--- config.mk ---
export PLATFORM = sky130hd
export DESIGN_NAME = gtfraw_vnc_status_qualifier
export DESIGN_NICKNAME = d
export VERILOG_FILES = /design/src/rtl/gtfraw_vnc_status_pkg.sv /design/src/rtl/gtfraw_vnc_status_bit.sv /design/src/rtl/gtfraw_vnc_status_qualifier.sv
export SDC_FILE = /design/constraint.sdc
export NUM_CORES = 1
export LEC_CHECK = 0
export CAP_MARGIN = 10
export CORE_ASPECT_RATIO = 1.1
export CORE_MARGIN = 5
export CORE_UTILIZATION = 47
export CTS_BUF_LIST = sky130_fd_sc_hd__clkbuf_4
export DETAILED_ROUTE_END_ITERATION = 6
export GPL_ROUTABILITY_DRIVEN = 0
export PLACE_DENSITY = 0.77
export REMOVE_ABC_BUFFERS = 1
export SLEW_MARGIN = 20
export SYNTH_ARGS = -nofsm -noshare
export SYNTH_HDL_FRONTEND = slang
export SYNTH_SLANG_ARGS = --single-unit
--- constraint.sdc ---
create_clock -name clk -period 2.5 [get_ports clk]
set_clock_uncertainty 0.2 [all_clocks]
set_input_delay 0.5 -clock clk [delete_from_list [all_inputs] [get_ports clk]]
set_output_delay 0.5 -clock clk [all_outputs]
set_load 0.01 [all_outputs]
--- src/rtl/gtfraw_vnc_status_pkg.sv ---
`default_nettype none
// ============================================================================
// Module      : gtfraw_vnc_status_pkg
// Description : Shared types and helpers for the status-level qualifier.
// Revision    : 1.0 - initial release
// ============================================================================
package gtfraw_vnc_status_pkg;

    // Per-bit qualifier state: settled, or counting a candidate change.
    typedef enum logic {
        ST_STABLE  = 1'b0,
        ST_PENDING = 1'b1
    } status_state_t;

    // Width of the glitch-filter counter; it must hold values up to STABLE_CYCLES.
    function automatic int filt_cnt_width(input int stable_cycles);
        if (stable_cycles < 1) begin
            return 1;
        end
        return $clog2(stable_cycles + 1);
    endfunction

endpackage : gtfraw_vnc_status_pkg
`default_nettype wire

--- src/rtl/gtfraw_vnc_status_bit.sv ---
`default_nettype none
// ============================================================================
// Module      : gtfraw_vnc_status_bit
// Description : One status bit: glitch filter, rise/fall pulses, latched
//               low/high sticky bits and a saturating transition counter.
// Revision    : 1.0 - initial release
// ============================================================================
module gtfraw_vnc_status_bit
    import gtfraw_vnc_status_pkg::*;
#(
    parameter int   STABLE_CYCLES = 16,
    parameter int   CNT_WIDTH     = 16,
    parameter logic RESET_VALUE   = 1'b0
) (
    input  logic                 clk,
    input  logic                 reset,
    input  logic                 datain,
    input  logic                 stat_clear,
    output logic                 dataout,
    output logic                 rise,
    output logic                 fall,
    output logic                 sticky_low,
    output logic                 sticky_high,
    output logic [CNT_WIDTH-1:0] change_cnt
);

    localparam int                  c_FILT_W    = filt_cnt_width(STABLE_CYCLES);
    localparam logic [c_FILT_W-1:0] c_FILT_ONE  = c_FILT_W'(1);
    localparam logic [c_FILT_W-1:0] c_FILT_LAST = c_FILT_W'(STABLE_CYCLES - 1);

    status_state_t          r_state;
    logic [c_FILT_W-1:0]    r_filt_cnt;
    logic                   r_dataout;
    logic                   r_rise;
    logic                   r_fall;
    logic                   r_sticky_low;
    logic                   r_sticky_high;
    logic [CNT_WIDTH-1:0]   r_change_cnt;

    status_state_t          w_state_next;
    logic [c_FILT_W-1:0]    w_filt_next;
    logic                   w_commit;
    logic                   w_dataout_next;
    logic                   w_cnt_full;

    // Next-state logic: a change commits only after STABLE_CYCLES consecutive differing samples.
    always_comb begin
        w_state_next = r_state;
        w_filt_next  = '0;
        w_commit     = 1'b0;
        case (r_state)
            ST_STABLE: begin
                if (datain != r_dataout) begin
                    if (STABLE_CYCLES == 1) begin
                        w_commit = 1'b1;
                    end else begin
                        w_state_next = ST_PENDING;
                        w_filt_next  = c_FILT_ONE;
                    end
                end
            end
            ST_PENDING: begin
                if (datain != r_dataout) begin
                    if (r_filt_cnt == c_FILT_LAST) begin
                        w_commit     = 1'b1;
                        w_state_next = ST_STABLE;
                    end else begin
                        w_filt_next  = r_filt_cnt + c_FILT_ONE;
                    end
                end else begin
                    // A matching sample rejects the candidate as a glitch.
                    w_state_next = ST_STABLE;
                end
            end
            default: begin
                w_state_next = ST_STABLE;
            end
        endcase
        w_dataout_next = w_commit ? datain : r_dataout;
        w_cnt_full     = &r_change_cnt;
    end

    // Registered state, qualified level, pulses, sticky bits and counter.
    always_ff @(posedge clk) begin
        if (reset) begin
            r_state       <= ST_STABLE;
            r_filt_cnt    <= '0;
            r_dataout     <= RESET_VALUE;
            r_rise        <= 1'b0;
            r_fall        <= 1'b0;
            r_sticky_low  <= ~RESET_VALUE;
            r_sticky_high <= RESET_VALUE;
            r_change_cnt  <= '0;
        end else begin
            r_state       <= w_state_next;
            r_filt_cnt    <= w_filt_next;
            r_dataout     <= w_dataout_next;
            r_rise        <= w_commit & datain;
            r_fall        <= w_commit & ~datain;
            // Clear first, then OR in the current level so a coincident event wins.
            r_sticky_low  <= (stat_clear ? 1'b0 : r_sticky_low)  | ~w_dataout_next;
            r_sticky_high <= (stat_clear ? 1'b0 : r_sticky_high) |  w_dataout_next;
            if (stat_clear) begin
                r_change_cnt <= w_commit ? CNT_WIDTH'(1) : '0;
            end else if (w_commit && !w_cnt_full) begin
                r_change_cnt <= r_change_cnt + CNT_WIDTH'(1);
            end
        end
    end

    assign dataout     = r_dataout;
    assign rise        = r_rise;
    assign fall        = r_fall;
    assign sticky_low  = r_sticky_low;
    assign sticky_high = r_sticky_high;
    assign change_cnt  = r_change_cnt;

endmodule : gtfraw_vnc_status_bit
`default_nettype wire

--- src/rtl/gtfraw_vnc_status_qualifier.sv ---
`default_nettype none
// ============================================================================
// Module      : gtfraw_vnc_status_qualifier
// Description : WIDTH independent status-bit qualifiers (debounce, pulses,
//               sticky bits, transition counters) for synchronized levels.
// Revision    : 1.0 - initial release
// ============================================================================
module gtfraw_vnc_status_qualifier
    import gtfraw_vnc_status_pkg::*;
#(
    parameter int   WIDTH         = 1,
    parameter int   STABLE_CYCLES = 16,
    parameter int   CNT_WIDTH     = 16,
    parameter logic RESET_VALUE   = 1'b0
) (
    input  logic                       clk,
    input  logic                       reset,
    input  logic [WIDTH-1:0]           datain,
    input  logic                       stat_clear,
    output logic [WIDTH-1:0]           dataout,
    output logic [WIDTH-1:0]           rise,
    output logic [WIDTH-1:0]           fall,
    output logic [WIDTH-1:0]           sticky_low,
    output logic [WIDTH-1:0]           sticky_high,
    output logic [WIDTH*CNT_WIDTH-1:0] change_cnt
);

    // One qualifier per status bit; bits share only clock, reset and clear.
    for (genvar i = 0; i < WIDTH; i++) begin : g_bit
        gtfraw_vnc_status_bit #(
            .STABLE_CYCLES (STABLE_CYCLES),
            .CNT_WIDTH     (CNT_WIDTH),
            .RESET_VALUE   (RESET_VALUE)
        ) u_bit (
            .clk         (clk),
            .reset       (reset),
            .datain      (datain[i]),
            .stat_clear  (stat_clear),
            .dataout     (dataout[i]),
            .rise        (rise[i]),
            .fall        (fall[i]),
            .sticky_low  (sticky_low[i]),
            .sticky_high (sticky_high[i]),
            .change_cnt  (change_cnt[i*CNT_WIDTH +: CNT_WIDTH])
        );
    end : g_bit

endmodule : gtfraw_vnc_status_qualifier
`default_nettype wire
==> impl_metrics.toml <==
[route]
drc = 0
finalWirelength_mm = 2.904
post_drt_wl_per_cell_um = 14.17
num_vias = 1179
first_pass_iters = 4
ant_nets = 0
viasPerCell = 5.751
drt-initial-drc-count = 20

[placement]
port_buffers = 24
dpl.hpwl_mm = 2.130

[setup_path]
worst-path-max-fanout = 7
critical_path_class = "reg -> reg"
crit_arrival_ns = 2.51
worst-endpoint-required_ns = 2.57
critPathLaunchType = "flop"
endpoint_kind = "flop"

[clock_network]
cts_tree = "built"
cts_buffers = 3
cts_sinks = 27
htreeDepth = 1
clock_path_buffers = 2
clockRootBuffer = "clkbuf_4"
clk_pin_slew_worst_paths_ns = 0.14
worstSkewPairLatency_ns = 0.32

[logic_synthesis]
avgSynthCellArea_um2 = 8.758
synthCells = 140
synth_top_area_cell = "dfxtp_1"
synth_edf_count = 0
mappedNetlistArea_mm2 = 0.001226
async_flop_share = 0
yosysMostFrequentCell = "dfxtp_1"
yosys_warnings = 0
synth-seq-cells = 27
synth_top_area_share = 0.4408
synthFlopType = "dfxtp_1"
yosys-top-cells-count = "27 x dfxtp_1, 12 x a21oi_1, 11 x or4_1, 10 x nand2_1, 10 x nor2_1"
ys_seq_area_frac = 0.4408
ys_top_cells_by_area = "dfxtp_1 44%, or4_1 6.7%, o31ai_1 5.5%"
ys_types = 34

[run]
drv_cap = 0

[layout]
antenna_cells = 0
drive_gt1_frac = 0.1552
post-route-util = 0.6607
syn_to_final_growth_pct = 34.49
nets = 182
fillers = 210

[pwr]
p_leak_nw = 0.5442
powerDensity_mw_per_mm2 = 393.4
max-vdd-ir-drop_mv = 0.4463
power_mw = 0.6488

[global_routing]
grt_pass1_wl_mm = 5.161
grt-ovfl-total = 0
grt_pass1_vias = 1220
grt_max_degree = 16
antenna_found_initial = 0
grtUsageTotal = 0.1702

[timing]
worst_slew_pin_slew_ns = 0.6261
fin_crit_ns = 2.439
relSlewSlack = 0.5790
rsz0062_at_grt = "true"
slew_violations = 0
fin_crit_sh = 0.9756
setup_viol = 0
fmax_mhz = 410.0
hold_viol = 0

[floorplanning]
die_h_um = 63.57
core_mm2 = 0.002496
dieArea_mm2 = 0.003732
pin_count = 25
start_util = 0.4912
fp-row-count = 19
die_x_um = 58.70

[run_status]
outcome = "finished clean"

[worst_hold_path]
hold_class = "reg -> reg"
sequential cells by signal, indices dropped and copies added (netlist names):
register,cells
g_bit.u_bit.change_cnt,16
g_bit.u_bit.r_filt_cnt,5
g_bit.u_bit.dataout,1
g_bit.u_bit.fall,1
g_bit.u_bit.r_state,1
g_bit.u_bit.rise,1
g_bit.u_bit.sticky_high,1
g_bit.u_bit.sticky_low,1
report_power, final:
| part | switching [mW] | internal (mW) |
|---|---|---|
| logic | 0.0140 | 0.0126 |
| registers | 0.00210 | 0.433 |
| clock network | 0.127 | 0.0599 |
| total | 0.144 | 0.505 |
worst max-delay path: stages, from the launching register on:
cell     delay, ns
dfxtp_2       0.38
ha_4          0.13
and3_4        0.18
ha_4          0.15
nand2_2       0.06
buf_4         0.15
or4_4         0.58
or4_4         0.43
a21oi_2       0.13
cell type report:
| class | instances | area (um^2) | area share |
|---|---|---|---|
| Clock buffer | 3 | 22.52 | 0.01366 |
| Clock inverter | 1 | 5.005 | 0.003035 |
| Inverter | 5 | 18.77 | 0.01138 |
| Multi-Input combinational cell | 102 | 690.7 | 0.4188 |
| Sequential cell | 27 | 543.0 | 0.3293 |
| Tap cell | 31 | 38.79 | 0.02352 |
| Timing Repair Buffer | 36 | 330.3 | 0.2003 |
placed cells by master, fill, tap and decap left out, types with 2 or more instances in the layout:
master / Yosys / layout
nand2_1: 10 / 9
mux2i_1: 2 / 2
nand4_1: 3 / 3
o31ai_1: 9 / 9
dfxtp_2: 0 / 2
a21oi_1: 12 / 11
or4_1: 11 / 8
nor2_1: 10 / 10
o21ai_0: 5 / 5
nor3_1: 2 / 2
or4_4: 0 / 3
buf_4: 0 / 12
or3_1: 3 / 3
clkbuf_4: 0 / 3
clkdlybuf4s50_1: 0 / 24
dfxtp_1: 27 / 25
nor4_1: 2 / 2
ha_4: 0 / 2
xnor2_1: 2 / 2
nand3_1: 8 / 8
and4_1: 2 / 2
o41ai_1: 2 / 2
inv_1: 5 / 5
and2_1: 2 / 2
cells by family (layout without fill, tap and decap cells):
group           Yosys count  in the layout  synth area share
flops                    27             27            0.4408
simple gates             59             59            0.2674
compound gates           35             35            0.1888
fa+ha+maj                 3              3           0.03062
xor+xnor                  3              3           0.02143
buf+inv                  11             45           0.03469
mux                       2              2           0.01633
per-stage QoR:
step | TNS, ns | setup slack [ns] | hold slack (ns) | instance area [um^2] | std cells
2_1_floorplan | 0 | 0.03634 | 0.2711 | 1202 | 134
3_3_place_gp | -1.412 | -0.2205 | 0.2444 | 1564 | 200
3_5_place_dp | -1.860 | -0.2492 | 0.2432 | 1564 | 200
4_1_cts | 0 | 0.001652 | 0.2732 | 1603 | 204
5_1_grt | -0.009968 | -0.009968 | 0.3199 | 1649 | 205
6_report | 0 | 0.06102 | 0.2724 | 1649 | 205
worst paths after layout:
kind / start / endpoint / slack, ns / depth (start not counted)
max: g_bit[0].u_bit.r_filt_cnt[0] / g_bit[0].u_bit.change_cnt[14] / 0.06 / 8
max reg2reg: g_bit[0].u_bit.r_filt_cnt[0] / g_bit[0].u_bit.change_cnt[14] / 0.06 / 8
min reg2reg: g_bit[0].u_bit.sticky_low / g_bit[0].u_bit.sticky_low / 0.27 / 2
min: g_bit[0].u_bit.sticky_low / g_bit[0].u_bit.sticky_low / 0.27 / 2
metal layers:
layer	vias up	global-route usage	wire length, um
li1	600	-	-
met1	552	0.2123	1335
met2	23	0.2751	1392
met3	4	0.04082	152
met4	0	0.07082	24
met5	-	0	0
timing repair:
action | CTS | global route
gates resized for setup | 4 | 8
endpoints found under the setup margin | 6 | 8
buffers inserted | 0 | 1
hold buffers | 0 | 0
pin swaps | 0 | 4
Power figures use the tool's default switching activity.
